$ cat src/rtl/alu_mul_sequencer.sv
// Iterative shift-and-add multiplier (low XLEN bits) that borrows the shared ALU for one add per cycle.
// Optional MUL_SEQ_EARLY_EXIT_EN: finish as soon as no multiplier bits remain.
package alu_mul_sequencer_pkg;
  typedef logic [31:0] t_data;

  typedef enum logic [3:0] {
    ALU_OP_ADD  = 4'd0,
    ALU_OP_SUB  = 4'd1,
    ALU_OP_AND  = 4'd2,
    ALU_OP_OR   = 4'd3,
    ALU_OP_XOR  = 4'd4,
    ALU_OP_SLL  = 4'd5,
    ALU_OP_SRL  = 4'd6,
    ALU_OP_SRA  = 4'd7,
    ALU_OP_SLT  = 4'd8,
    ALU_OP_SLTU = 4'd9
  } t_alu_operation;
endpackage

module alu_mul_sequencer
  import alu_mul_sequencer_pkg::*;
#(
  parameter  int unsigned XLEN  = 32,
  localparam int unsigned CNT_W = $clog2(XLEN)
) (
  input  logic                   i_clk,
  input  logic                   i_reset,
  alu_mul_sequencer_if.slave     bus,
  output logic                   o_alu_request,
  output t_alu_operation         o_alu_operation,
  output logic [XLEN-1:0]        o_alu_operand1,
  output logic [XLEN-1:0]        o_alu_operand2,
  input  logic [XLEN-1:0]        i_alu_result
);

  typedef enum logic [1:0] {
    S_IDLE = 2'd0,
    S_RUN  = 2'd1,
    S_DONE = 2'd2
  } t_state;

  t_state            r_state;
  logic              r_ready;
  logic              r_valid;
  logic              r_alu_request;
  logic [XLEN-1:0]   r_result;
  logic [XLEN-1:0]   r_acc;
  logic [XLEN-1:0]   r_mcand;
  logic [XLEN-1:0]   r_mplier;
  logic [CNT_W-1:0]  r_count;
  logic              w_last;

  // Last RUN cycle: fixed iteration count, or (early exit) no multiplier bits left after this one.
  always_comb begin
    w_last = (r_count == CNT_W'(XLEN - 1));
`ifdef MUL_SEQ_EARLY_EXIT_EN
    w_last = w_last || (r_mplier[XLEN-1:1] == '0);
`endif
  end

  always_ff @(posedge i_clk) begin
    if (i_reset) begin
      r_state       <= S_IDLE;
      r_ready       <= 1'b1;
      r_valid       <= 1'b0;
      r_result      <= '0;
      r_alu_request <= 1'b0;
      r_acc         <= '0;
      r_mcand       <= '0;
      r_mplier      <= '0;
      r_count       <= '0;
    end else begin
      case (r_state)
        S_IDLE: begin
          if (bus.i_start) begin
            r_mcand  <= bus.i_operand1;
            r_mplier <= bus.i_operand2;
            r_acc    <= '0;
            r_count  <= '0;
            r_ready  <= 1'b0;
`ifdef MUL_SEQ_EARLY_EXIT_EN
            if (bus.i_operand2 == '0) begin
              r_state  <= S_DONE;
              r_valid  <= 1'b1;
              r_result <= '0;
            end else begin
              r_state       <= S_RUN;
              r_alu_request <= 1'b1;
            end
`else
            r_state       <= S_RUN;
            r_alu_request <= 1'b1;
`endif
          end
        end

        S_RUN: begin
          r_acc    <= i_alu_result;
          r_mcand  <= r_mcand << 1;
          r_mplier <= r_mplier >> 1;
          r_count  <= r_count + 1'b1;
          if (w_last) begin
            r_state       <= S_DONE;
            r_alu_request <= 1'b0;
            r_valid       <= 1'b1;
            r_result      <= i_alu_result;
          end
        end

        S_DONE: begin
          if (bus.i_result_ready) begin
            r_state <= S_IDLE;
            r_valid <= 1'b0;
            r_ready <= 1'b1;
          end
        end

        default: begin
          r_state       <= S_IDLE;
          r_ready       <= 1'b1;
          r_valid       <= 1'b0;
          r_alu_request <= 1'b0;
        end
      endcase
    end
  end

  // ALU operands are only meaningful while the ALU is owned; otherwise park at zero.
  always_comb begin
    o_alu_operation = ALU_OP_ADD;
    o_alu_operand1  = '0;
    o_alu_operand2  = '0;
    if (r_state == S_RUN) begin
      o_alu_operand1 = r_acc;
      o_alu_operand2 = r_mplier[0] ? r_mcand : '0;
    end
  end

  assign o_alu_request = r_alu_request;
  assign bus.o_ready   = r_ready;
  assign bus.o_valid   = r_valid;
  assign bus.o_result  = r_result;

  a_ready_valid_exclusive : assert property (
    @(posedge i_clk) disable iff (i_reset) !(r_ready && r_valid));

  a_request_matches_run : assert property (
    @(posedge i_clk) disable iff (i_reset) (r_alu_request == (r_state == S_RUN)));

  a_result_held_under_backpressure : assert property (
    @(posedge i_clk) disable iff (i_reset)
      (r_valid && !bus.i_result_ready) |=> (r_valid && $stable(r_result)));

endmodule

$ cat src/rtl/alu_mul_sequencer_if.sv
// Start/ready request and valid/ready result handshake bundle for alu_mul_sequencer.
interface alu_mul_sequencer_if #(
  parameter int unsigned XLEN = 32
);
  logic            i_start;
  logic            o_ready;
  logic [XLEN-1:0] i_operand1;
  logic [XLEN-1:0] i_operand2;
  logic            o_valid;
  logic            i_result_ready;
  logic [XLEN-1:0] o_result;

  modport master (
    output i_start, i_operand1, i_operand2, i_result_ready,
    input  o_ready, o_valid, o_result
  );

  modport slave (
    input  i_start, i_operand1, i_operand2, i_result_ready,
    output o_ready, o_valid, o_result
  );
endinterface

$ cat src/flat_wrapper.sv
// flat-port wrapper written by rule: the top's interface ports become plain ports
module alu_mul_sequencer_flat import alu_mul_sequencer_pkg::*;
#(
  parameter  int unsigned XLEN  = 32,
  localparam int unsigned CNT_W = $clog2(XLEN)
)
  (i_clk, i_reset, o_alu_request, o_alu_operation, o_alu_operand1, o_alu_operand2, i_alu_result, bus_i_start, bus_i_operand1, bus_i_operand2, bus_i_result_ready, bus_o_ready, bus_o_valid, bus_o_result);
  alu_mul_sequencer_if #(.XLEN(XLEN)) bus_i ();
  input  logic i_clk;
  input  logic i_reset;
  output logic o_alu_request;
  output t_alu_operation o_alu_operation;
  output logic [XLEN-1:0] o_alu_operand1;
  output logic [XLEN-1:0] o_alu_operand2;
  input  logic [XLEN-1:0] i_alu_result;
  input wire logic [$bits(bus_i.i_start)-1:0] bus_i_start;
  input wire logic [$bits(bus_i.i_operand1)-1:0] bus_i_operand1;
  input wire logic [$bits(bus_i.i_operand2)-1:0] bus_i_operand2;
  input wire logic [$bits(bus_i.i_result_ready)-1:0] bus_i_result_ready;
  output wire logic [$bits(bus_i.o_ready)-1:0] bus_o_ready;
  output wire logic [$bits(bus_i.o_valid)-1:0] bus_o_valid;
  output wire logic [$bits(bus_i.o_result)-1:0] bus_o_result;
  assign bus_i.i_start = bus_i_start;
  assign bus_i.i_operand1 = bus_i_operand1;
  assign bus_i.i_operand2 = bus_i_operand2;
  assign bus_i.i_result_ready = bus_i_result_ready;
  assign bus_o_ready = bus_i.o_ready;
  assign bus_o_valid = bus_i.o_valid;
  assign bus_o_result = bus_i.o_result;
  alu_mul_sequencer #(.XLEN(XLEN)) u_core (.i_clk(i_clk), .i_reset(i_reset), .bus(bus_i), .o_alu_request(o_alu_request), .o_alu_operation(o_alu_operation), .o_alu_operand1(o_alu_operand1), .o_alu_operand2(o_alu_operand2), .i_alu_result(i_alu_result));
endmodule
$ cat config.mk
export PLATFORM = sky130hd
export DESIGN_NAME = alu_mul_sequencer_flat
export DESIGN_NICKNAME = d
export VERILOG_FILES = /design/src/rtl/alu_mul_sequencer.sv /design/src/rtl/alu_mul_sequencer_if.sv /design/src/flat_wrapper.sv
export SDC_FILE = /design/constraint.sdc
export NUM_CORES = 1
export LEC_CHECK = 0
export ABC_AREA = 0
export CORE_MARGIN = 5
export CORE_UTILIZATION = 30
export DETAILED_ROUTE_END_ITERATION = 10
export PLACE_DENSITY = 0.52
export SYNTH_ARGS = -nofsm -noshare
export SYNTH_HDL_FRONTEND = slang
export SYNTH_SLANG_ARGS = --single-unit
export TNS_END_PERCENT = 30
$ cat constraint.sdc
create_clock -name i_clk -period 4.23 [get_ports i_clk]
set_clock_uncertainty 0.05 [all_clocks]
set_input_delay 0.846 -clock i_clk [delete_from_list [all_inputs] [get_ports i_clk]]
set_output_delay 0.846 -clock i_clk [all_outputs]
set_load 0.01 [all_outputs]
==> results by group, run 1 <==
Worst setup path
  – Crit path from: u_core.r_mplier[0]
  – Crit path DAT: 2.31 ns
  – CP Class: flop to output pin
  – CP Capture Type: output pin
  – CP max stage cell: dfxtp_1
  – Buf/Inv on CP: 1
  – Reg-to-Reg Start: u_core.r_state[0]
  – CP cell instances: and3_1 -> clkdlybuf4s50_1
  – CP max FO: 33
  – Startpoint Class: flop
  – Required @ worst endpoint: 3.33 ns
  – Top Family by Delay on Critical Path: flip-flops
  – Max incr delay on CP: 0.99 ns

Detailed routing
  – Vias/cell: 4.70
  – Antenna Violating Nets Remaining: 0
  – Detailed-route wire length per cell: 16.1 um
  – Number of remaining DRC errors: 0
  – Via count: 5730
  – DRT iter0 DRCs: 257
  – Post-Route WL: 19600 um
  – 1st-pass router iterations: 5

GRT
  – Global Route Usage Sum: 15.7%
  – Grt ovf: 0
  – First-pass GRT wire length: 30200 um
  – Largest net degree at the start of global routing: 107
  – Initial antenna violation count: 1
  – Number of global-route vias before repair: 5385

Logic synthesis
  – Area contributors post-synth: dfxtp_1 44%, a21oi_1 7.9%, or3b_1 6.5%
  – Yosys Warn Count: 0
  – Distinct cells, synth: 34
  – Post-synth top area share: 44.3%
  – Post-synthesis register bit count: 138
  – Mapped Area: 0.00624 mm2
  – Register area share after synthesis: 44.3%
  – Synthesized area per cell: 7.97 um2
  – Cell taking the most area after synthesis: dfxtp_1
  – Cells after Synth: 783

Timing
  – Unrepaired setup endpoints after global routing: no
  – Worst slew pin tran: 1.02 ns
  – Upper clock frequency limit: 312 MHz
  – Period utilization: 75.7%
  – Final TNS setup: 0 ns
  – Slew headroom: 31.7%
  – Final hold viol count: 0
  – Final setup viols: 0
  – Final worst setup slack: 1.03 ns
  – Final Critical Period: 3.20 ns
  – Final Slew Violations: 0

Finish
  – Nets: 1037
  – End-of-flow core utilization: 43.8%
  – Synthesis-to-finish area growth: 43.0%
  – N_diodes: 0
  – Final Cell Area: 0.00892 mm2
  – Layout cells sized above 1: 5.17%

Floorplanning
  – Initial Util: 30.6%
  – Core Footprint: 0.0204 mm2
  – Die Y: 154 um
  – # rows: 52
  – Die area: 0.0238 mm2
  – DIE WIDTH: 154 um
  – Ports: 203

Clock tree
  – Root Driver: clkbuf_16
  – Post-CTS Setup Bufs: 0
  – CTS H-tree lvls: 4
  – Max clock buf depth: 2
  – CTS tree: built
  – CTS resizes: 0
  – CTS clk-pin slew, worst paths: 0.06 ns
  – CTS Buf Count: 17
  – Clk_lat worst skew: 0.41 ns
  – Clock Sinks: 138
  – Hold-fix buffers, CTS: 0

Placed design
  – Place WS: 1.30 ns
  – Placer's final routability congestion estimate: 0.738
  – Post-DP HPWL: 12400 um
  – PortBufs: 198
  – Post-place instance area: 0.00832 mm2

Pwr
  – Leak Pwr: 3.40 nW
  – Power density over the cells: 382 mW/mm2
  – Total Power: 3.41 mW
  – IR drop worst, VDD: 0.252 mV

Status
  – Status: finished, final reports clean

Worst hold path
  – Hold Path Origin: u_core.bus.o_result[11]
  – Worst Hold Class: flop to flop

Job
  – Maxcap violations: 0
==> final cells by class <==
| type | instances | area, um2 |
|---|---|---|
| fillers | 2083 | 11400 |
| multi-input cells | 568 | 3120 |
| flip-flops and latches | 138 | 2770 |
| repair buffers | 209 | 2090 |
| clock buffers | 18 | 429 |
| well taps | 270 | 338 |
| clock inverters | 14 | 173 |
| inverters | 1 | 3.75 |
==> metrics by stage <==
stage               std cells  hold WS (ns)
global route             1218         0.422
finish                   1218         0.403
floorplan                 786         0.398
CTS                      1218         0.406
detailed placement       1186         0.397
global placement         1186         0.392
==> synthesized netlist by cell type <==
cell type	number
nand2b_1	49
ha_1	2
o22ai_1	1
o21bai_1	1
a31oi_1	1
buf_1	2
o21ai_0	2
and3_1	33
nand2_1	83
o2bb2ai_1	1
and3b_1	1
o21bai_4	1
buf_2	26
a2bb2oi_1	1
nor2b_1	1
or3b_1	46
nand3b_1	1
conb_1	1
nor4bb_1	1
buf_4	7
nor2_1	103
and2_1	32
clkbuf_1	42
inv_1	1
o21ba_2	1
buf_6	2
nor3_1	48
a21oi_1	99
a22oi_1	34
nand3_1	2
a211oi_1	18
dfxtp_1	138
o211a_1	1
or3_1	1
==> routing by layer <==
layer	share of wire [%]	global-route usage, %
met1	48	21.2
met2	47	25.5
met3	3.8	3.30
met4	0.99	4.42
met5	0.056	0
==> registers in the layout, indices dropped and copies added, names as in the netlist, 2 cells and up <==
name and count:
u_core.r_mplier 32, u_core.bus.o_result 32, u_core.r_mcand 32, u_core.r_state 2
u_core.r_acc 32, u_core.r_count 5
==> path summary, 6_finish.rpt <==
check,end,slack [ns],depth (start not counted)
setup reg to reg,u_core.r_count[3],1.64,4
hold / removal,u_core.bus.o_result[11],0.40,2
setup / recovery,o_alu_operand2[1],1.03,2
hold reg to reg,u_core.bus.o_result[11],0.40,2
==> kinds of logic after synthesis <==
| group | after synthesis | synth area share (%) |
|---|---|---|
| buffers and inverters | 80 | 5.99 |
| other | 1 | 0.0601 |
| and+or+nand+nor | 401 | 33.7 |
| adders and majority gates | 2 | 0.401 |
| DFF | 138 | 44.3 |
| AOI/OAI and AO/OA | 161 | 15.6 |
==> cell usage in the layout, fill, tap and decap left out, drive strengths merged, types with 2 or more instances in the layout <==
| master | n |
|---|---|
| clkinv | 4 |
| nand2 | 83 |
| clkinvlp | 5 |
| buf | 12 |
| clkdlybuf4s50 | 197 |
| nor3 | 48 |
| nand3 | 2 |
| dfxtp | 138 |
| nor2 | 103 |
| and3 | 33 |
| ha | 2 |
| a22oi | 34 |
| and2 | 32 |
| o21ai | 2 |
| a21oi | 99 |
| inv | 3 |
| nand2b | 49 |
| conb | 4 |
| a211oi | 18 |
| clkbuf | 18 |
| bufinv | 3 |
| or3b | 46 |
| o21bai | 2 |
==> worst min-delay path, stage by stage, from the launching register on <==
cell and delay (ns):
dfxtp_1 0.30, nand2_1 0.05, a21oi_1 0.05
==> where the power goes <==
part           leakage, nW  internal, mW  switching (mW)
clock network        0.279         0.930           0.605
logic                 1.98         0.228           0.217
registers             1.13          1.38          0.0498
No activity file was read; power rests on OpenSTA's default activity.
==> inputs of run 2 (changes only) <==
==> constraint.sdc (replaced) <==
create_clock -name i_clk -period 3.2 [get_ports i_clk]
set_clock_uncertainty 0.05 [all_clocks]
set_input_delay 0.64 -clock i_clk [delete_from_list [all_inputs] [get_ports i_clk]]
set_output_delay 0.64 -clock i_clk [all_outputs]
set_load 0.01 [all_outputs]
==> run 2 against run 1 <==
Compared with the run above:
- flip-flop and latch count unchanged
- sequential share of layout area is essentially flat
- sequential power up 32%
- hold slack gained 0.0011 ns
- final area hardly changed
- critical path depth is 2 higher
- routed wire length shrank 0.77%
- combinational power increased by 34%
- clock-buffer cell count is the same
- first-iteration DRC count grew 20%
- critical path type unchanged
- largest cell class unchanged
- largest power group is now sequential cells
- highest routed layer unchanged
==> results by group, run 2 (synthesis results as in run 1) <==
Worst setup path
  – Worst R2R End: u_core.r_mcand[30]
  – Reg-to-Reg Start: u_core.r_state[0]
  – Startpoint Class: flop
  – CP Capture Type: output pin
  – Worst Reg-to-Reg Cells: 5
  – FF-to-FF setup slack: 0.80 ns
  – Crit path from: u_core.r_state[0]
  – CP max FO: 93
  – CP Class: flop to output pin
  – Crit path DAT: 2.15 ns
  – CP Capture Point: o_alu_operand2[29]
  – Required @ worst endpoint: 2.51 ns

Timing
  – Final Critical Period: 2.84 ns
  – Period utilization: 88.7%
  – Final TNS setup: 0 ns
  – Final hold viol count: 0
  – Slew headroom: 42.6%
  – Unrepaired setup endpoints after global routing: no
  – Final Slew Violations: 0
  – Worst slew pin tran: 0.861 ns
  – Final setup viols: 0
  – Upper clock frequency limit: 352 MHz

GRT
  – Most used routing layer: met2
  – M3 GR Usage: 3.13%
  – First-pass GRT wire length: 30500 um
  – Initial antenna violation count: 1
  – Largest net degree at the start of global routing: 95
  – Grt ovf: 0
  – Met2 Use GR: 25.2%
  – Met1 Usage GRT: 21.5%
  – Global Route Usage Sum: 15.8%
  – Number of global-route vias before repair: 5425

Clock tree
  – Root Driver: clkbuf_16
  – CTS tree: built
  – CTS Buf Count: 17
  – Max clock buf depth: 2
  – Clk_lat worst skew: 0.41 ns
  – Clock Sinks: 138
  – CTS clk-pin slew, worst paths: 0.06 ns
  – CTS H-tree lvls: 4
  – Hold-fix buffers, CTS: 0
  – Post-CTS Setup Bufs: 0
  – CTS resizes: 0

Floorplanning
  – Core Footprint: 0.0204 mm2
  – Ports: 203
  – # rows: 52
  – Die Y: 154 um
  – Initial Util: 30.6%
  – DIE WIDTH: 154 um
  – Die area: 0.0238 mm2

Worst hold path
  – Worst Hold Class: flop to flop

Detailed routing
  – 1st-pass router iterations: 4
  – Via count: 5798
  – Detailed-route wire length per cell: 15.9 um
  – Post-Route WL: 19400 um
  – Number of remaining DRC errors: 0
  – Antenna Violating Nets Remaining: 0
  – Vias/cell: 4.74
  – DRT iter0 DRCs: 308

Placed design
  – PortBufs: 198
  – Placed insts: 1192
  – Post-DP HPWL: 12700 um
  – Post-place instance area: 0.00838 mm2
  – Placer's final routability congestion estimate: 0.722

Pwr
  – Switching Share: 26.2%
  – Leak Pwr: 3.41 nW
  – IR drop worst, VDD: 0.357 mV
  – Sequential Power Share: 43.6%
  – Internal: 3.20 mW
  – Power density over the cells: 485 mW/mm2
  – Switching pwr: 1.13 mW
  – Clock network power share: 42.7%
  – Logic pwr share: 13.8%

Finish
  – N_diodes: 0
  – Layout Cells excl Fill: 1224
  – Most frequent cells in the layout: 197 x clkdlybuf4s50_1, 136 x dfxtp_1, 103 x nor2_1
  – Nets: 1043
  – Synthesis-to-finish area growth: 43.1%
  – Leading cell type in the layout, fill and taps excluded: clkdlybuf4s50_1
  – Layout cells sized above 1: 5.66%
  – Final Cell Area: 0.00893 mm2
  – Fillers: 2082

Status
  – Status: finished, final reports clean

Job
  – Maxcap violations: 0
## run 2: changes by cell type in the layout (fill, tap and decap cells not counted), sizes merged
cell / delta
clkinv: +3
clkinvlp: -1
bufinv: -2
buf: +6
## run 2: how the worst min path moves through the flow
| stage | from | end | slack, ns | depth (start not counted) |
|---|---|---|---|---|
| after global placement | u_core.bus.o_result[5] | u_core.bus.o_result[5] | 0.39 | 2 |
| final | u_core.bus.o_result[21] | u_core.bus.o_result[21] | 0.40 | 2 |
| after global routing | u_core.bus.o_result[8] | u_core.bus.o_result[8] | 0.43 | 2 |
| after detailed placement | u_core.bus.o_result[6] | u_core.bus.o_result[6] | 0.40 | 2 |
| after CTS | u_core.bus.o_result[12] | u_core.bus.o_result[12] | 0.41 | 2 |
| after floorplan | u_core.r_mplier[31] | u_core.r_mplier[31] | 0.40 | 2 |
## run 2: final cells by class
type	count	area (um2)	area share, %
clock buffer	18	429	4.81
clock inverter	14	124	1.39
inverter	1	3.75	0.0420
multi-input combinational	568	3120	35.0
sequential	138	2770	31.0
tap	270	338	3.78
timing repair buffer	215	2140	24.0
## run 2: power by group through the flow
| stage | registers, mW | clock network [mW] | logic, mW |
|---|---|---|---|
| 2_1_floorplan | 1.90 | 0 | 0.373 |
| 3_3_place_gp | 1.93 | 0 | 0.602 |
| 3_5_place_dp | 1.93 | 0 | 0.602 |
| 4_1_cts | 1.89 | 1.92 | 0.605 |
| 5_1_grt | 1.90 | 2.00 | 0.666 |
| 6_report | 1.89 | 1.85 | 0.596 |
## run 2: per-layer routing
metal | up-vias | wire length [um]
li1 | 2970 | -
met3 | 22 | 828
met2 | 124 | 9190
met1 | 2680 | 9090
met5 | - | 20
met4 | 2 | 279
## run 2: through the flow
step / power, mW / hold WS (ns) / setup slack [ns] / utilization, %
2_1_floorplan: 2.27 / 0.398 / 1.30 / -
3_3_place_gp: 2.53 / 0.392 / 0.747 / 41.1
3_5_place_dp: 2.53 / 0.397 / 0.710 / 41.1
4_1_cts: 4.41 / 0.405 / 0.339 / 43.8
5_1_grt: 4.57 / 0.425 / 0.251 / 43.8
6_report: 4.33 / 0.404 / 0.362 / 43.8
## run 2: worst max-delay path, stage by stage, from the launching register on
cell	delay, ns
dfxtp_4	0.43
nor2b_4	0.20
buf_12	0.32
and3_1	0.21
clkdlybuf4s50_1	0.54
==> inputs of run 3 (changes only) <==
--- a/config.mk
+++ b/config.mk
@@ -5,11 +5,11 @@
 export SDC_FILE = /design/constraint.sdc
 export NUM_CORES = 1
 export LEC_CHECK = 0
-export ABC_AREA = 0
 export CORE_MARGIN = 5
 export CORE_UTILIZATION = 30
 export DETAILED_ROUTE_END_ITERATION = 10
 export PLACE_DENSITY = 0.52
+export SKIP_LAST_GASP = 1
 export SYNTH_ARGS = -nofsm -noshare
 export SYNTH_HDL_FRONTEND = slang
 export SYNTH_SLANG_ARGS = --single-unit
==> results of run 3 <==
Same layout as run 2: the final DEF is identical, and so are final timing and power.
